[src/rtl/wb_master_port_pkg.sv]
// Shared definitions for the Wishbone pipelined single-beat initiator.
package wb_master_port_pkg;

  // CPU size codes, forwarded unchanged onto the bus select lines
  localparam logic [2:0] SEL_B  = 3'b000;
  localparam logic [2:0] SEL_H  = 3'b001;
  localparam logic [2:0] SEL_W  = 3'b010;
  localparam logic [2:0] SEL_BU = 3'b100;
  localparam logic [2:0] SEL_HU = 3'b101;

  // Response data reported for misaligned or timed-out accesses
  localparam logic [31:0] ERR_DATA = 32'hFFFF_FFFF;

  typedef enum logic [1:0] {
    ST_IDLE = 2'd0,
    ST_REQ  = 2'd1,
    ST_WAIT = 2'd2,
    ST_RSP  = 2'd3
  } state_e;

  // Half accesses need addr[0]==0, word accesses need addr[1:0]==0
  function automatic logic is_misaligned(input logic [2:0] size, input logic [1:0] addr_lo);
    logic mis;
    mis = 1'b0;
    if ((size == SEL_H) || (size == SEL_HU)) mis = addr_lo[0];
    else if (size == SEL_W)                  mis = |addr_lo;
    return mis;
  endfunction

endpackage

[src/rtl/wb_master_port_if.sv]
// CPU request/response and Wishbone bus signals of the initiator port.
interface wb_master_port_if;
  logic        i_req_valid;
  logic        o_req_ready;
  logic        i_req_we;
  logic [31:0] i_req_addr;
  logic [31:0] i_req_wdata;
  logic [2:0]  i_req_size;
  logic        o_rsp_valid;
  logic [31:0] o_rsp_data;
  logic        o_rsp_err;
  logic        o_wb_stb;
  logic        o_wb_we;
  logic [31:0] o_wb_addr;
  logic [31:0] o_wb_data;
  logic [2:0]  o_wb_sel;
  logic [31:0] i_wb_data;
  logic        i_wb_ack;
  logic        i_wb_stall;

  // Initiator (design) view
  modport master (
    input  i_req_valid, i_req_we, i_req_addr, i_req_wdata, i_req_size,
    input  i_wb_data, i_wb_ack, i_wb_stall,
    output o_req_ready, o_rsp_valid, o_rsp_data, o_rsp_err,
    output o_wb_stb, o_wb_we, o_wb_addr, o_wb_data, o_wb_sel
  );

  // CPU + bus environment view
  modport slave (
    output i_req_valid, i_req_we, i_req_addr, i_req_wdata, i_req_size,
    output i_wb_data, i_wb_ack, i_wb_stall,
    input  o_req_ready, o_rsp_valid, o_rsp_data, o_rsp_err,
    input  o_wb_stb, o_wb_we, o_wb_addr, o_wb_data, o_wb_sel
  );
endinterface

[src/rtl/wb_master_port.sv]
// Wishbone pipelined-mode initiator: one CPU load/store becomes exactly one
// single-beat bus transaction, with misalignment rejection and ack timeout.
module wb_master_port
  import wb_master_port_pkg::*;
#(
  parameter int unsigned TIMEOUT_CYCLES = 255,
  parameter bit          CHECK_ALIGN    = 1'b1
) (
  input  logic            i_clk,
  input  logic            i_reset,
  wb_master_port_if.master bus
);

  localparam int unsigned CNT_W = (TIMEOUT_CYCLES < 2) ? 1 : $clog2(TIMEOUT_CYCLES + 1);
  localparam logic [CNT_W-1:0] CNT_LAST =
    (TIMEOUT_CYCLES == 0) ? '0 : CNT_W'(TIMEOUT_CYCLES - 1);

  state_e            state_q, state_d;
  logic              stb_q, stb_d;
  logic              we_q, we_d;
  logic [31:0]       addr_q, addr_d;
  logic [31:0]       wdata_q, wdata_d;
  logic [2:0]        sel_q, sel_d;
  logic              rsp_valid_q, rsp_valid_d;
  logic [31:0]       rsp_data_q, rsp_data_d;
  logic              rsp_err_q, rsp_err_d;
  logic [CNT_W-1:0]  cnt_q, cnt_d;
  logic              timed_out;
  logic [CNT_W-1:0]  cnt_inc;

  assign bus.o_req_ready = (state_q == ST_IDLE);
  assign bus.o_wb_stb    = stb_q;
  assign bus.o_wb_we     = we_q;
  assign bus.o_wb_addr   = addr_q;
  assign bus.o_wb_data   = wdata_q;
  assign bus.o_wb_sel    = sel_q;
  assign bus.o_rsp_valid = rsp_valid_q;
  assign bus.o_rsp_data  = rsp_data_q;
  assign bus.o_rsp_err   = rsp_err_q;

  // Outstanding-cycle count: the current cycle is the last allowed one
  // when the count already equals TIMEOUT_CYCLES-1.
  assign timed_out = (TIMEOUT_CYCLES != 0) && (cnt_q == CNT_LAST);
  assign cnt_inc   = (&cnt_q) ? cnt_q : cnt_q + 1'b1;

  // Next-state, bus strobe, capture and response logic
  always_comb begin
    state_d     = state_q;
    stb_d       = stb_q;
    we_d        = we_q;
    addr_d      = addr_q;
    wdata_d     = wdata_q;
    sel_d       = sel_q;
    rsp_valid_d = 1'b0;
    rsp_data_d  = rsp_data_q;
    rsp_err_d   = rsp_err_q;
    cnt_d       = cnt_q;

    unique case (state_q)
      ST_IDLE: begin
        if (bus.i_req_valid) begin
          we_d    = bus.i_req_we;
          addr_d  = bus.i_req_addr;
          wdata_d = bus.i_req_wdata;
          sel_d   = bus.i_req_size;
          cnt_d   = '0;
          if (CHECK_ALIGN && is_misaligned(bus.i_req_size, bus.i_req_addr[1:0])) begin
            state_d     = ST_RSP;
            rsp_valid_d = 1'b1;
            rsp_err_d   = 1'b1;
            rsp_data_d  = ERR_DATA;
          end else begin
            state_d = ST_REQ;
            stb_d   = 1'b1;
          end
        end
      end
      ST_REQ: begin
        cnt_d = cnt_inc;
        // An ack while stalled is a slave protocol error and is ignored.
        if (!bus.i_wb_stall && bus.i_wb_ack) begin
          state_d     = ST_RSP;
          stb_d       = 1'b0;
          rsp_valid_d = 1'b1;
          rsp_err_d   = 1'b0;
          rsp_data_d  = bus.i_wb_data;
        end else if (timed_out) begin
          state_d     = ST_RSP;
          stb_d       = 1'b0;
          rsp_valid_d = 1'b1;
          rsp_err_d   = 1'b1;
          rsp_data_d  = ERR_DATA;
        end else if (!bus.i_wb_stall) begin
          state_d = ST_WAIT;
          stb_d   = 1'b0;
        end
      end
      ST_WAIT: begin
        cnt_d = cnt_inc;
        if (bus.i_wb_ack) begin
          state_d     = ST_RSP;
          rsp_valid_d = 1'b1;
          rsp_err_d   = 1'b0;
          rsp_data_d  = bus.i_wb_data;
        end else if (timed_out) begin
          state_d     = ST_RSP;
          rsp_valid_d = 1'b1;
          rsp_err_d   = 1'b1;
          rsp_data_d  = ERR_DATA;
        end
      end
      ST_RSP: begin
        state_d = ST_IDLE;
      end
      default: begin
        state_d = ST_IDLE;
        stb_d   = 1'b0;
      end
    endcase
  end

  // State and output registers, cleared immediately by reset
  always_ff @(posedge i_clk or negedge i_reset) begin
    if (!i_reset) begin
      state_q     <= ST_IDLE;
      stb_q       <= 1'b0;
      we_q        <= 1'b0;
      addr_q      <= '0;
      wdata_q     <= '0;
      sel_q       <= '0;
      rsp_valid_q <= 1'b0;
      rsp_data_q  <= '0;
      rsp_err_q   <= 1'b0;
      cnt_q       <= '0;
    end else begin
      state_q     <= state_d;
      stb_q       <= stb_d;
      we_q        <= we_d;
      addr_q      <= addr_d;
      wdata_q     <= wdata_d;
      sel_q       <= sel_d;
      rsp_valid_q <= rsp_valid_d;
      rsp_data_q  <= rsp_data_d;
      rsp_err_q   <= rsp_err_d;
      cnt_q       <= cnt_d;
    end
  end

endmodule

[src/flat_wrapper.sv]
// flat-port wrapper written by rule: the top's interface ports become plain ports
module wb_master_port_flat import wb_master_port_pkg::*;
#(
  parameter int unsigned TIMEOUT_CYCLES = 255,
  parameter bit          CHECK_ALIGN    = 1'b1
)
  (i_clk, i_reset, bus_i_req_valid, bus_i_req_we, bus_i_req_addr, bus_i_req_wdata, bus_i_req_size, bus_i_wb_data, bus_i_wb_ack, bus_i_wb_stall, bus_o_req_ready, bus_o_rsp_valid, bus_o_rsp_data, bus_o_rsp_err, bus_o_wb_stb, bus_o_wb_we, bus_o_wb_addr, bus_o_wb_data, bus_o_wb_sel);
  wb_master_port_if bus_i ();
  input  logic i_clk;
  input  logic i_reset;
  input wire logic [$bits(bus_i.i_req_valid)-1:0] bus_i_req_valid;
  input wire logic [$bits(bus_i.i_req_we)-1:0] bus_i_req_we;
  input wire logic [$bits(bus_i.i_req_addr)-1:0] bus_i_req_addr;
  input wire logic [$bits(bus_i.i_req_wdata)-1:0] bus_i_req_wdata;
  input wire logic [$bits(bus_i.i_req_size)-1:0] bus_i_req_size;
  input wire logic [$bits(bus_i.i_wb_data)-1:0] bus_i_wb_data;
  input wire logic [$bits(bus_i.i_wb_ack)-1:0] bus_i_wb_ack;
  input wire logic [$bits(bus_i.i_wb_stall)-1:0] bus_i_wb_stall;
  output wire logic [$bits(bus_i.o_req_ready)-1:0] bus_o_req_ready;
  output wire logic [$bits(bus_i.o_rsp_valid)-1:0] bus_o_rsp_valid;
  output wire logic [$bits(bus_i.o_rsp_data)-1:0] bus_o_rsp_data;
  output wire logic [$bits(bus_i.o_rsp_err)-1:0] bus_o_rsp_err;
  output wire logic [$bits(bus_i.o_wb_stb)-1:0] bus_o_wb_stb;
  output wire logic [$bits(bus_i.o_wb_we)-1:0] bus_o_wb_we;
  output wire logic [$bits(bus_i.o_wb_addr)-1:0] bus_o_wb_addr;
  output wire logic [$bits(bus_i.o_wb_data)-1:0] bus_o_wb_data;
  output wire logic [$bits(bus_i.o_wb_sel)-1:0] bus_o_wb_sel;
  assign bus_i.i_req_valid = bus_i_req_valid;
  assign bus_i.i_req_we = bus_i_req_we;
  assign bus_i.i_req_addr = bus_i_req_addr;
  assign bus_i.i_req_wdata = bus_i_req_wdata;
  assign bus_i.i_req_size = bus_i_req_size;
  assign bus_i.i_wb_data = bus_i_wb_data;
  assign bus_i.i_wb_ack = bus_i_wb_ack;
  assign bus_i.i_wb_stall = bus_i_wb_stall;
  assign bus_o_req_ready = bus_i.o_req_ready;
  assign bus_o_rsp_valid = bus_i.o_rsp_valid;
  assign bus_o_rsp_data = bus_i.o_rsp_data;
  assign bus_o_rsp_err = bus_i.o_rsp_err;
  assign bus_o_wb_stb = bus_i.o_wb_stb;
  assign bus_o_wb_we = bus_i.o_wb_we;
  assign bus_o_wb_addr = bus_i.o_wb_addr;
  assign bus_o_wb_data = bus_i.o_wb_data;
  assign bus_o_wb_sel = bus_i.o_wb_sel;
  wb_master_port #(.TIMEOUT_CYCLES(TIMEOUT_CYCLES), .CHECK_ALIGN(CHECK_ALIGN)) u_core (.i_clk(i_clk), .i_reset(i_reset), .bus(bus_i));
endmodule
[config.mk]
export PLATFORM = sky130hd
export DESIGN_NAME = wb_master_port_flat
export DESIGN_NICKNAME = d
export VERILOG_FILES = /design/src/rtl/wb_master_port_pkg.sv /design/src/rtl/wb_master_port_if.sv /design/src/rtl/wb_master_port.sv /design/src/flat_wrapper.sv
export SDC_FILE = /design/constraint.sdc
export NUM_CORES = 1
export LEC_CHECK = 0
export BUFFER_PORTS_ARGS = -buffer_cell sky130_fd_sc_hd__buf_2
export CAP_MARGIN = 20
export CORE_UTILIZATION = 25
export DETAILED_ROUTE_END_ITERATION = 10
export GPL_TIMING_DRIVEN = 0
export HOLD_SLACK_MARGIN = 0.02
export PLACE_DENSITY = 0.53
export SYNTH_ARGS = -nofsm -noshare
export SYNTH_HDL_FRONTEND = slang
export SYNTH_SLANG_ARGS = --single-unit
[constraint.sdc]
create_clock -name i_clk -period 5 [get_ports i_clk]
set_input_delay 0.75 -clock i_clk [delete_from_list [all_inputs] [get_ports i_clk]]
set_output_delay 0.75 -clock i_clk [all_outputs]
set_load 0.02 [all_outputs]
* Word-level counts from Yosys, hierarchy flattened *
Cells that the tools add are included.

storage, ports and cells
  bits in registers = 113
  input port bits = 105
  output and inout bits = 104
  logic and storage cells = 78

operators by class
  add/sub/neg operators = 1
  equal/unequal tests = 13
  muxes and demuxes = 39
  reduce and logical (&&, ||, !) cells = 15

operators by type and width
  cell                                                              count
  32-bit 2-to-1 mux                                                 5
  32-bit one-hot mux with 3 select lines                            1
  1-bit 2-to-1 mux                                                  19
  8-bit 2-to-1 mux                                                  2
  8-bit one-hot mux with 2 select lines                             1
  2-bit 2-to-1 mux                                                  7
  3-bit AND reduction                                               3
  8-bit by 1-bit adder with 8-bit output (second input constant)    1
  8-bit == test (second input constant)                             1
  2-bit one-hot mux with 4 select lines                             1
  8-bit AND reduction                                               1
  2-bit != test (second input constant)                             3
  1-bit one-hot mux with 3 select lines                             2
  2-bit == test (second input constant)                             2
  4-bit by 2-bit != test with 1-bit output (second input constant)  1
  4-bit AND reduction                                               1
  2-bit nonzero test                                                2
  2-bit OR reduction                                                2
  3-bit by 1-bit == test with 1-bit output (second input constant)  1
  3-bit by 2-bit == test with 1-bit output (second input constant)  1
  3-bit == test (second input constant)                             1
  3-bit by 2-bit != test with 1-bit output (second input constant)  1
  3-bit nonzero test                                                1
  2-bit by 1-bit == test with 1-bit output (second input constant)  1
  other kinds (7)                                                   7

* Longest topological paths before layout *
  word-level depth = 8
  gate-level depth with buffers = 8
  depth with buffers taken out = 6

* Least setup slack after synthesis *
Ideal clock, no wire load.

  path type = flip-flop to flip-flop
  start point = register u_core.state_q[0]
  end point = register u_core.cnt_q[5]
  library setup time = 0.078 ns
  arrival time = 1.934 ns
  data required time = 4.922 ns
  setup slack = 2.989 ns
  cell stages (with the launch flop) = 9
  path buffers = 2
  clock period less this slack = 2.011 ns
  cells stage by stage = dfrtp_1 -> inv_1 -> ha_1 -> buf_6 -> and3_4 -> a31o_1 -> buf_6 -> or4_1 -> a21oi_1

on the way
  word-level cells in the longest chain between the ends = 4
  elaborated cells on any way between the ends = 9
  classes of those cells = eq/ne (4); mux (1); reduce/logical (4)

ends and longest elaborated chain
  element                                                                    RTL line               source
  start, declared                                                            wb_master_port.sv:18   state_e state_q, state_d;
  start signal, assigned                                                     wb_master_port.sv:136  state_q <= state_d;
  2-bit by 1-bit == test with 1-bit output or 2-bit == test (tied branches)  wb_master_port.sv:59   unique case (state_q)
  2-bit OR reduction (no source line)                                        n/a
  2-bit != test (no source line) or 2-bit nonzero test (tied branches)       n/a
  3-bit AND reduction (no source line)                                       n/a
  end signal, assigned                                                       wb_master_port.sv:145  cnt_q <= cnt_d;
  end, declared                                                              wb_master_port.sv:27   logic [CNT_W-1:0] cnt_q, cnt_d;

Parallel ways exist; a longest one is shown, timed or not.
A chain may end at the register's enable or synchronous reset.

* Final worst setup path *
  start point = register u_core.state_q[1]
  end point = register u_core.rsp_data_q[18] (netlist: u_core.bus.o_rsp_data[18])

on the way
  word-level cells in the longest chain between the ends = 3
  elaborated cells on any way between the ends = 8
  classes of those cells = eq/ne (4); mux (1); reduce/logical (3)

ends and longest elaborated chain
  element                                                           RTL line               source
  2-bit by 1-bit == test with 1-bit output (tied with other cells)  wb_master_port.sv:59
  3-bit nonzero test (no source line) (tied with other cells)       n/a
  3-bit AND reduction (no source line)                              n/a
  end signal, assigned                                              wb_master_port.sv:143  rsp_data_q <= rsp_data_d;
  end, declared                                                     wb_master_port.sv:25   logic [31:0] rsp_data_q, rsp_data_d;

Parallel ways exist; a longest one is shown, timed or not.

==> metrics <==
Synthesized Nets 469; postcts setup bufs 0; CORE AREA between 15000 and 20000 um^2; CTS Buf Count 17; final hold violations 0; routed vias 3747; CTS sink cnt between 100 and 150; Area growth, synth to finish 42.4%; First DRT Iteration DRCs 102; Peak VDD IR 0.285 mV; clock power share 24.1%; Reg clk slew, reported paths 0.06 ns; EDFF count, synth 0; Port Buffer Count 208; I/O pin cnt 209; setup violators final 0; maxcap violations 0; Routed WL approximately 13000 um; CTS tree built; NumNets Final 697; CP Max Fanout 10; Async SR Flop Fraction 100%; routed wire length per instance between 10 and 15 um; row count 50; Final period util 47.5%; ANT cells 0; kind of critical path reg2reg; cell class contributing the biggest share of worst-path delay compound AO/OA/AOI/OAI gates; global-route wire length before repair 20100 um; RSZ-0062 raised after global routing false; Die ar. 20100 um^2; Avg Inst Size Synth around 14 um^2; Max Freq between 0.4 and 0.5 GHz; dpl cells 826; Highest Signal Layer met4; Tmin final ~2.4 ns; final instance count without filler cells 858; Internal Dissipation 3.51 mW; largest net degree at the start of global routing 72; total track usage 12.9%; worst path cell trace inv_1 -> ha_1 -> a21boi_1 -> o211ai_1 -> clkbuf_1 -> a22o_1; CP max stage cell o211ai_1; crit-path max cell delay 0.57 ns; Clock Latency Late Sink 0.41 ns; Routed Antenna Nets 0; Seq/Total Area, Yosys between 50 and 60%; switching part of the total roughly two fifths; Die H 142 um; DRT Pass-1 Iters 4; Worst Path Required 5.34 ns; DR WL met2 6230 um; CTS Root Cell clkbuf_16; Met1 Wirelength 5260 um; slew at the pin closest to its max-slew limit 0.665 ns; Tot Pwr 5.70 mW; antenna violations before repair 0; pwr/cell area 818 nW/um^2; Slew Viols, Final 0; Yosys reg bits between 100 and 150; Die Width 142 um; vias per cell roughly 4.4; Crit. End Element flip-flop; routed length on met3 between 800 and 900 um; Syn Inst Count 357; post-synth cell types 45; post_cts resized 0; Worst Path Buf+Inv 2; CP Data Arrival Time 2.71 ns; number of remaining DRC errors 0; CTS max path bufs 2; Setup TNS Final 0 ns; Clock Skew 0.00717 ns; top_reg_cell synth dfrtp_1; grt total ovfl 0; Startpoint Class flip-flop; routability cong. 0.740; synth warn 0; mapped cell area between 4000 and 5000 um^2; Reg power frac roughly 29%; worst rel slew slack between 50% and 60%; number of global-route vias before repair approximately 4000; post-layout util between 30 and 40%; Comb power frac 47.3%; Min-Delay Path Class in2async; P_leak between 3 and 4 nW; CTS H-tree depth 4; outcome complete, no violations; hold_buf cts 0; fill count 1888; Starting Density roughly a quarter; Post-DP HPWL slightly above 9000 um; P_sw 2.18 mW; share of cells above drive strength 1 54.7%
## routing by layer
layer	up-vias	GRT usage (%)
li1	1766	-
met1	1837	14.7
met2	138	22.0
met3	6	4.93
met4	0	4.36
met5	-	0
## worst paths after layout
kind | start | endpoint | slack (ns) | cells after the start
setup / recovery | u_core.state_q[1] | u_core.bus.o_rsp_data[18] | 2.62 | 6
hold / removal | i_reset | u_core.bus.o_rsp_data[1] | 0.25 | 1
setup reg to reg | u_core.state_q[1] | u_core.bus.o_rsp_data[18] | 2.62 | 6
hold reg to reg | u_core.bus.o_wb_addr[26] | u_core.bus.o_wb_addr[26] | 0.50 | 1
max in group asynchronous | i_reset | u_core.bus.o_wb_data[6] | 4.04 | 2
min in group i_clk | u_core.bus.o_wb_addr[26] | u_core.bus.o_wb_addr[26] | 0.50 | 1
## metrics by stage
| step | setup WS (ns) | cell area (um^2) | hold slack, ns |
|---|---|---|---|
| floorplan | 2.99 | 4890 | 0.454 |
| global placement | 1.77 | 6250 | 0.482 |
| detailed placement | 2.31 | 6290 | 0.487 |
| CTS | 2.62 | 6960 | 0.259 |
| global route | 2.39 | 6960 | 0.279 |
| finish | 2.62 | 6960 | 0.255 |
## sequential cells by signal (all words and copies together) (netlist names)
name and count:
u_core.bus.o_wb_data 32, u_core.bus.o_wb_sel 3, u_core.bus.o_wb_stb 1, u_core.bus.o_rsp_err 1, u_core.state_q 2, u_core.bus.o_wb_we 1
u_core.bus.o_rsp_data 32, u_core.bus.o_rsp_valid 1, u_core.cnt_q 8, u_core.bus.o_wb_addr 32
## power by group through the flow
stage	sequential [mW]	combinational (mW)	clock (mW)
floorplan	2.16	1.36	0
global placement	1.62	2.66	0
detailed placement	1.63	2.74	0
CTS	1.63	2.74	1.41
global route	1.69	2.92	1.45
finish	1.63	2.69	1.37
## synthesized netlist by cell type, drive strengths merged, types with 2 or more instances
cell type	n	area share [%]
a21oi	8	0.82
dfrtp	113	58
ha	7	1.8
or4	2	0.31
buf	13	2.3
or3	2	0.26
o21ai	8	0.82
mux2i	3	0.61
a22o	33	5.9
nand2b	5	0.64
a21boi	3	0.46
nand3b	2	0.31
and3	2	0.38
a21o	32	5.0
o31ai	3	0.46
clkbuf	9	0.72
nand3	5	0.51
mux2	68	16
inv	7	0.54
a31oi	3	0.38
nor2	5	0.44
nand2	8	0.61
a31o	2	0.36
## kinds of logic (layout without fill, tap and decap cells)
family	after synthesis	count (layout)	synth area share, %
compound gates	98	98	15.6
mux	71	71	16.3
buf+inv	29	270	3.51
flops	113	113	57.9
simple gates	39	39	4.97
fa+ha+maj	7	7	1.79
## final cells by class
| type | count | area (um^2) | share of cell area [%] |
|---|---|---|---|
| Buffer | 22 | 145 | 2.09 |
| Clock inverter | 12 | 205 | 2.95 |
| Multi-Input combinational cell | 215 | 1890 | 27.1 |
| Sequential cell | 113 | 2830 | 40.6 |
| Tap cell | 260 | 325 | 4.67 |
| Clock buffer | 20 | 467 | 6.71 |
| Timing Repair Buffer | 209 | 1070 | 15.4 |
| Inverter | 7 | 26.3 | 0.378 |
## layout by cell type, fill, tap and decap left out, drive strengths merged, types with 2 or more instances in the layout
cell and count:
buf 222, dfrtp 113, mux2 68, a22o 33
a21o 32, clkbuf 29, o21ai 8, a21oi 8
nand2 8, inv 7, ha 7, nand3 5
nand2b 5, clkinvlp 5, bufinv 5, nor2 5
o31ai 3, a31oi 3, mux2i 3, a21boi 3
nand3b 2, or4 2, or3 2, clkinv 2
and3 2, a31o 2
No activity file was read; power rests on OpenSTA's default activity.
